`config.mk`:
```
export PLATFORM = sky130hd
export DESIGN_NAME = nes_pad_reader_flat
export DESIGN_NICKNAME = d
export VERILOG_FILES = /design/src/rtl/nes_pad_reader_if.sv /design/src/rtl/nes_pad_reader.sv /design/src/flat_wrapper.sv
export SDC_FILE = /design/constraint.sdc
export NUM_CORES = 1
export LEC_CHECK = 0
export ABC_AREA = 1
export BUFFER_PORTS_ARGS = -buffer_cell sky130_fd_sc_hd__buf_4
export CORE_MARGIN = 3
export CORE_UTILIZATION = 45
export DETAILED_ROUTE_END_ITERATION = 8
export SYNTH_ARGS = -nofsm -noshare
export SYNTH_HDL_FRONTEND = slang
export SYNTH_SLANG_ARGS = --single-unit
```
`constraint.sdc`:
```
create_clock -name clk_i -period 1.7 [get_ports clk_i]
set_input_delay 0.17 -clock clk_i [delete_from_list [all_inputs] [get_ports clk_i]]
set_output_delay 0.17 -clock clk_i [all_outputs]
set_load 0.01 [all_outputs]
```
`src/rtl/nes_pad_reader_if.sv`:
```
// Pad-side and CPU-side signals of the NES pad reader, bundled for the reader and its host.
interface nes_pad_reader_if;
    logic        pad_data;
    logic        rd_clear;
    logic        pad_latch;
    logic        pad_pulse;
    logic [15:0] game_word;
    logic        frame_valid;

    modport master (
        output pad_data, rd_clear,
        input  pad_latch, pad_pulse, game_word, frame_valid
    );

    modport slave (
        input  pad_data, rd_clear,
        output pad_latch, pad_pulse, game_word, frame_valid
    );
endinterface

```
`src/rtl/nes_pad_reader.sv`:
```
// Polls an NES serial pad and presents {sticky new-press bits, live buttons} to the CPU.
// Optional PAD_DEBOUNCE_EN: commit a frame only when it matches the previous raw frame.
//
// state       | meaning
// ------------+-------------------------------------------------
// ST_IDLE     | waiting for a poll request
// ST_LATCH    | pad_latch high for 2*TICK_CYC cycles
// ST_SETTLE   | pad_latch low for TICK_CYC cycles before bit 0
// ST_SAMPLE   | capture one button bit from the synchronised line
// ST_PULSE_HI | pad_pulse high for TICK_CYC cycles
// ST_PULSE_LO | pad_pulse low for TICK_CYC cycles
// ST_DONE     | commit the frame to buttons / sticky bits
module nes_pad_reader #(
    parameter int TICK_CYC = 300,
    parameter int POLL_DIV = 833333
) (
    input  logic              clk_i,
    input  logic              reset_i,
    nes_pad_reader_if.slave   pad_if
);
    localparam int TW = $clog2(2 * TICK_CYC);
    localparam int PW = $clog2(POLL_DIV);

    typedef enum logic [2:0] {
        ST_IDLE,
        ST_LATCH,
        ST_SETTLE,
        ST_SAMPLE,
        ST_PULSE_HI,
        ST_PULSE_LO,
        ST_DONE
    } state_e;

    state_e          state_q, state_d;
    logic [TW-1:0]   tick_q, tick_d;
    logic [PW-1:0]   poll_q, poll_d;
    logic            pend_q, pend_d;
    logic [2:0]      bit_q, bit_d;
    logic [7:0]      shift_q, shift_d;
    logic [7:0]      buttons_q, buttons_d;
    logic [7:0]      sticky_q, sticky_d;
    logic            fv_q, fv_d;
    logic            latch_q, latch_d;
    logic            pulse_q, pulse_d;
    logic            sync1_q, sync2_q;
    logic            poll_wrap, req, commit;
    logic [7:0]      sticky_base;
`ifdef PAD_DEBOUNCE_EN
    logic [7:0]      cand_q, cand_d;
`endif

    always_comb begin
        poll_wrap   = (poll_q == PW'(POLL_DIV - 1));
        poll_d      = poll_wrap ? '0 : poll_q + 1'b1;
        req         = pend_q | poll_wrap;
        // Only one request is held; it is consumed when IDLE sees it.
        pend_d      = req & (state_q != ST_IDLE);
        state_d     = state_q;
        tick_d      = (tick_q != '0) ? tick_q - 1'b1 : tick_q;
        bit_d       = bit_q;
        shift_d     = shift_q;
        buttons_d   = buttons_q;
        sticky_base = pad_if.rd_clear ? 8'h00 : sticky_q;
        sticky_d    = sticky_base;
`ifdef PAD_DEBOUNCE_EN
        cand_d      = cand_q;
        commit      = (shift_q == cand_q);
`else
        commit      = 1'b1;
`endif

        case (state_q)
            ST_IDLE: begin
                bit_d = 3'd0;
                if (req) state_d = ST_LATCH;
            end
            ST_LATCH:    if (tick_q == '0) state_d = ST_SETTLE;
            ST_SETTLE:   if (tick_q == '0) state_d = ST_SAMPLE;
            ST_SAMPLE: begin
                shift_d[bit_q] = ~sync2_q;
                if (bit_q == 3'd7) begin
                    state_d = ST_DONE;
                end else begin
                    bit_d   = bit_q + 3'd1;
                    state_d = ST_PULSE_HI;
                end
            end
            ST_PULSE_HI: if (tick_q == '0) state_d = ST_PULSE_LO;
            ST_PULSE_LO: if (tick_q == '0) state_d = ST_SAMPLE;
            ST_DONE: begin
                if (commit) begin
                    sticky_d  = sticky_base | (shift_q & ~buttons_q);
                    buttons_d = shift_q;
                end
`ifdef PAD_DEBOUNCE_EN
                cand_d = shift_q;
`endif
                bit_d   = 3'd0;
                state_d = ST_IDLE;
            end
            default: state_d = ST_IDLE;
        endcase

        if (state_d != state_q) begin
            case (state_d)
                ST_LATCH:    tick_d = TW'(2 * TICK_CYC - 1);
                ST_SETTLE,
                ST_PULSE_HI,
                ST_PULSE_LO: tick_d = TW'(TICK_CYC - 1);
                default:     tick_d = '0;
            endcase
        end

        latch_d = (state_d == ST_LATCH);
        pulse_d = (state_d == ST_PULSE_HI);
        fv_d    = (state_q == ST_DONE);
    end

    always_ff @(posedge clk_i or posedge reset_i) begin
        if (reset_i) begin
            state_q   <= ST_IDLE;
            tick_q    <= '0;
            poll_q    <= '0;
            pend_q    <= 1'b0;
            bit_q     <= 3'd0;
            shift_q   <= 8'h00;
            buttons_q <= 8'h00;
            sticky_q  <= 8'h00;
            fv_q      <= 1'b0;
            latch_q   <= 1'b0;
            pulse_q   <= 1'b0;
            sync1_q   <= 1'b1;
            sync2_q   <= 1'b1;
        end else begin
            state_q   <= state_d;
            tick_q    <= tick_d;
            poll_q    <= poll_d;
            pend_q    <= pend_d;
            bit_q     <= bit_d;
            shift_q   <= shift_d;
            buttons_q <= buttons_d;
            sticky_q  <= sticky_d;
            fv_q      <= fv_d;
            latch_q   <= latch_d;
            pulse_q   <= pulse_d;
            sync1_q   <= pad_if.pad_data;
            sync2_q   <= sync1_q;
        end
    end

`ifdef PAD_DEBOUNCE_EN
    always_ff @(posedge clk_i or posedge reset_i) begin
        if (reset_i) cand_q <= 8'h00;
        else         cand_q <= cand_d;
    end
`endif

    assign pad_if.pad_latch   = latch_q;
    assign pad_if.pad_pulse   = pulse_q;
    assign pad_if.game_word   = {sticky_q, buttons_q};
    assign pad_if.frame_valid = fv_q;
endmodule

```
`src/flat_wrapper.sv`:
```
// flat-port wrapper written by rule: the top's interface ports become plain ports
module nes_pad_reader_flat 
#(
    parameter int TICK_CYC = 300,
    parameter int POLL_DIV = 833333
)
  (clk_i, reset_i, pad_if_pad_data, pad_if_rd_clear, pad_if_pad_latch, pad_if_pad_pulse, pad_if_game_word, pad_if_frame_valid);
  nes_pad_reader_if pad_if_i ();
  input  logic clk_i;
  input  logic reset_i;
  input wire logic [$bits(pad_if_i.pad_data)-1:0] pad_if_pad_data;
  input wire logic [$bits(pad_if_i.rd_clear)-1:0] pad_if_rd_clear;
  output wire logic [$bits(pad_if_i.pad_latch)-1:0] pad_if_pad_latch;
  output wire logic [$bits(pad_if_i.pad_pulse)-1:0] pad_if_pad_pulse;
  output wire logic [$bits(pad_if_i.game_word)-1:0] pad_if_game_word;
  output wire logic [$bits(pad_if_i.frame_valid)-1:0] pad_if_frame_valid;
  assign pad_if_i.pad_data = pad_if_pad_data;
  assign pad_if_i.rd_clear = pad_if_rd_clear;
  assign pad_if_pad_latch = pad_if_i.pad_latch;
  assign pad_if_pad_pulse = pad_if_i.pad_pulse;
  assign pad_if_game_word = pad_if_i.game_word;
  assign pad_if_frame_valid = pad_if_i.frame_valid;
  nes_pad_reader #(.TICK_CYC(TICK_CYC), .POLL_DIV(POLL_DIV)) u_core (.clk_i(clk_i), .reset_i(reset_i), .pad_if(pad_if_i));
endmodule
```
# After elaboration in Yosys (flattened, before gate mapping)
# Cells that the tools add are included.
# classes
bitwise_logic,6
addsub,3
n_mux,17
n_lt_le_gt_ge,2
n_reduce_logical,11
n_eq_ne,14
# op_table
cell,n
adder 20 x 1 -> 20 bit (second input constant),1
equality test 20 bit (second input constant),1
two-way mux 10 bit,2
two-way mux 20 bit,1
one-hot mux 10 bit (2 select lines),1
equality test 3 bit (second input constant),6
two-way mux 8 bit,2
two-way mux 3 bit,5
one-hot mux 3 bit (5 select lines),1
zero test 10 bit,1
nonzero test 10 bit,1
subtractor 10 x 1 -> 10 bit (second input constant),1
equality test 3 x 2 -> 1 bit (second input constant),3
bitwise AND 8 bit,1
bitwise mux 8 bit,1
inverter 8 bit,1
OR 8 bit,1
equality test 3 x 1 -> 1 bit (second input constant),2
one-hot mux 3 bit (2 select lines),1
< comparator 3 x 4 -> 1 bit (second input constant),1
nonzero test 2 bit,2
OR reduction 2 bit,2
adder 3 x 1 -> 3 bit (second input constant),1
demux 1 bit (select 3 bit),1
other kinds (13),13
# word_totals
input_bits,4
out_inout_bits,19
regBits,66
word_cells,66

# Logic depth before layout (Yosys ltp)
# logic_depth
depth_word,8
mapped_depth,14
ltp_nobuf,14

# Least setup slack after synthesis
# Ideal clock, no wire load.
# synth_timing
path_kind,flip-flop to flip-flop
start,register u_core.tick_q[0]
end,register u_core.tick_q[1]
stages_incl_launch_ff,15
n_path_buf,0
period_less_slack_ps,1763
slack_ps,-63
required_time_ps,1583
setup_time_ps,117
t_arrival_ps,1647
path_cell_list,dfrtp_1 > inv_1 > ha_1 > nand2_2 > nor2_4 > nand2_1 > nand2_1 > a21oi_2 > nand3_2 > nand2_4 > nand2_4 > nand2_2 > nand2_1 > nand2_1 > nand2_1
# synth_via
elab_chain_cells,7
elab_cells_between_ends,17
classes_between,add/sub: 1; eq/ne: 5; mux: 7; reduce/logical: 4
# synth_lines
element,line,source
"start, declared",nes_pad_reader.sv:35,"logic [TW-1:0] tick_q, tick_d;"
"start signal, assigned",nes_pad_reader.sv:136,tick_q <= tick_d;
zero test 10 bit,-,
two-way mux 3 bit (on tied branches),-,
one-hot mux 3 bit (5 select lines),nes_pad_reader.sv:72,case (state_q)
equality test 3 x 2 -> 1 bit / equality test 3 bit (equally long branches),nes_pad_reader.sv:105,case (state_d)
OR reduction 3 bit,nes_pad_reader.sv:105,
one-hot mux 10 bit (2 select lines),nes_pad_reader.sv:105,
two-way mux 10 bit,nes_pad_reader.sv:104,if (state_d != state_q) begin
# Several ways; a longest one is shown, not always the timed one. The select of a mux whose other input is x is not followed.
# A chain may end at the register's enable or synchronous reset.

# Worst setup path in the final report
# layout_timing
start,register u_core.tick_q[1]
end,register u_core.tick_q[0]
# The elaborated chain is that of the path after synthesis.

==> results.tsv <==
stage	metric	value	unit
sta	grt_setup_unrepaired	true	
setup_path	required	1.92	ns
final_layout	area_growth_syn_to_layout	32.74	%
clock_network	root_buffer	clkbuf_8	
sta	slew_viol_final	0	
pwr	p_seq_frac	0.503	
sta	max-slew-margin-rel	0.6648	
floorplan	die_area	8348	sq um
pwr	p_per_area	720.2	nW/um^2
sta	whs	0.08185	ns
drt	drc_errors	0	
drt	via_per_inst	4.845	
floorplan	fp.dieW	91.37	um
clock_network	cts.path.max_buffers	2	
synthesis	ys_warn_count	0	
setup_path	startpoint_type	flip-flop	
drt	routed_wl	7.157	mm
pwr	clkPwrFrac	0.481	
clock_network	htreeDepth	3	
global_routing	grt_pass1_wl	12.47	mm
setup_path	cp_top_family	simple AND/OR/NAND/NOR gates	
run_status	violations	setup timing	
global_routing	antenna_found_initial	0	
clock_network	cts_inserted_buffers	9	
worst_hold_path	hold_path.class	primary input to flip-flop	
sta	tns	-0.9439	ns
drt	drt_iter0_markers	89	
sta	finClkSkew	0.008457	ns
floorplan	num_io_pins	23	
synthesis	syn_area_per_cell	8.653	sq um
clock_network	cts_tree	built	
global_routing	grt_remaining_overflow	0	
clock_network	clk_latency	0.35	ns
sta	timing.final.setup_violations	10	
synthesis	netlist_top_cells_area	dfrtp_1 (49%), nand2_1 (8.0%), inv_1 (5.8%)	
pwr	p_leak	2.279	nW
setup_path	arrival	2.05	ns
setup_path	crit_path_max_fanout	7	
drt	num_vias	2747	
drt	routedWlPerCell	12.62	um
floorplan	die_y	91.37	um
pwr	p_sw_frac	0.2168	
final_layout	multi_input_area	1513	sq um
synthesis	synthesis.nets	388	
pwr	irDropWorstVdd	0.4609	mV
sta	final-hold-violation-count	0	
setup_path	slowest_stage	dfrtp_1	
sta	worst_pin_slew	0.5017	ns
final_layout	layout-drive-gt1-share	0.3248	
setup_path	crit_buf_inv	1	
floorplan	core_area	6944	sq um
drt	firstDrtPassIters	4	
global_routing	grt_usage	0.1882	
synthesis	syn_inst	379	
setup_path	cp-end-kind	flip-flop	
placement	place.port_buffers	22	
placement	dp_hpwl	5.058	mm
drt	drtAntennaViolNets	0	
synthesis	synth-seq-cells	66	
sta	setup_ws	-0.1208	ns
pwr	combPwrFrac	0.016	
sta	min_period_over_period	1.071	
final_layout	fill_cells	615	
global_routing	first_global_vias	2719	
synthesis	syn-cell-area	3279	sq um
synthesis	yosysSeqAreaShare	0.5044	
final_layout	nNetsFinal	475	
sta	fmax	0.5492	GHz
final_layout	seqCellArea	1655	sq um
run_status	status	finished with violations	
synthesis	synth.distinct_cells	36	
clock_network	clock_sinks	66	
setup_path	crit_chain	inv_2 -> ha_4 -> nand2_4 -> nor2_4 -> a21oi_2 -> a21oi_2 -> nand3_2 -> nand2_4 -> nand3_4 -> nor2_2 -> a21oi_1	
global_routing	grt_max_degree	37	
floorplan	row_count	30	
sta	period_needed	1.821	ns
pwr	p_int	2.455	mW
setup_path	max_stage_delay	0.40	ns
floorplan	initial_core_util	0.4723	
synthesis	post-synth-top-area-fraction	0.4884	
run	maxCapViolCount	0	
final_layout	diodes	0	
final_layout	layout_commonest_cell	buf_4	
synthesis	yosysTopAreaCell	dfrtp_1	
placement	globalplace.congestion	0.8509	
final_layout	final_cell_mix	buf_4 (74), nand2_1 (67), dfrtp_1 (63), inv_1 (47), nor2_1 (41)	
setup_path	setup.worst_path.class	flip-flop to flip-flop	
clock_network	clk_pin_slew	0.08	ns
pwr	p_switching	0.6795	mW
==> flip-flops by register name, summed over array words and instances (netlist names), 3 cells and up <==
name,flops
u_core.state_q,3
u_core.bit_q,3
u_core.sticky_q,8
u_core.poll_q,20
u_core.tick_q,10
u_core.shift_q,8
u_core.buttons_q,8
==> metal layers <==
layer | global-route usage | vias to the layer above | wire, um
li1 | - | 1400 | -
met1 | 0.2560 | 1292 | 3463
met2 | 0.2888 | 46 | 3282
met3 | 0.04474 | 9 | 303
met4 | 0.07663 | 0 | 108
met5 | 0 | - | 0
==> cell type report <==
cell class | count | share of cell area
Tap cell | 96 | 0.02759
Clock buffer | 10 | 0.03162
Timing Repair inverter | 1 | 0.001725
Timing Repair Buffer | 77 | 0.1368
Clock inverter | 6 | 0.02041
Multi-Input combinational cell | 251 | 0.3475
Sequential cell | 66 | 0.3803
Inverter | 60 | 0.05404
==> synth_stat cells <==
library cell	instances
nand2_1	70
dfrtp_1	64
inv_1	51
nor2_1	44
nand3_1	25
a21oi_1	19
a31oi_1	9
inv_2	9
nor3_1	8
o22ai_1	8
xnor2_1	8
xor2_1	8
nand2_2	6
o21ai_0	6
ha_1	5
nand3_2	4
nand2_4	3
o21a_1	3
o21ai_1	3
a21oi_2	2
buf_1	2
dfstp_2	2
nand3b_1	2
nor2_2	2
nor2_4	2
nor3_2	2
nor4_1	2
or2_1	2
a211oi_1	1
buf_8	1
nand3_4	1
nand4_1	1
nand4_2	1
nor3_4	1
o211ai_1	1
o211ai_4	1
==> per-stage QoR <==
stage                     utilization  power, mW  cell area (sq um)  setup slack, ns  instances
after floorplan                     -      1.633               3298          0.01267        379
after global placement         0.5676      1.656               3941         -0.03630        543
after detailed placement       0.5676      1.656               3941          -0.1098        543
after CTS                      0.6124      3.174               4253         -0.08644        566
after global routing           0.6268      3.255               4353          -0.2788        567
final                          0.6268      3.135               4353          -0.1208        567
==> path summary, 6_finish.rpt <==
path                             startpoint             endpoint  slack [ns]  cells after the start
setup / recovery           u_core.tick_q[1]     u_core.tick_q[0]       -0.12                     11
hold / removal              pad_if_rd_clear   u_core.sticky_q[1]        0.08                      2
setup reg to reg           u_core.tick_q[1]     u_core.tick_q[0]       -0.12                     11
hold reg to reg              u_core.sync1_q       u_core.sync2_q        0.36                      0
max in group asynchronous           reset_i       u_core.sync1_q        0.72                      4
min in group asynchronous           reset_i  u_core.buttons_q[2]        0.41                      3
==> kinds of logic after synthesis <==
family,Yosys count,synth area share
buf+inv,63,0.07554
compound gates,53,0.09844
simple gates,176,0.2598
fa+ha+maj,5,0.01908
flops,66,0.5044
xor+xnor,16,0.04273
==> power by group through the flow <==
stage,combinational [mW],sequential (mW),clock (mW)
3_5_place_dp,0.0496,1.61,0
3_3_place_gp,0.0487,1.61,0
5_1_grt,0.0586,1.58,1.62
6_report,0.0498,1.58,1.51
2_1_floorplan,0.0282,1.60,0
4_1_cts,0.0533,1.58,1.54
==> what timing repair did <==
item,CTS,global route
endpoints found under the setup margin,11,21
pin swaps,8,5
cloned,1,1
resized for setup,9,22
setup buffers,4,0
hold endpoints to repair,21,0
hold buffers,2,0
No activity file was read; power rests on OpenSTA's default activity.
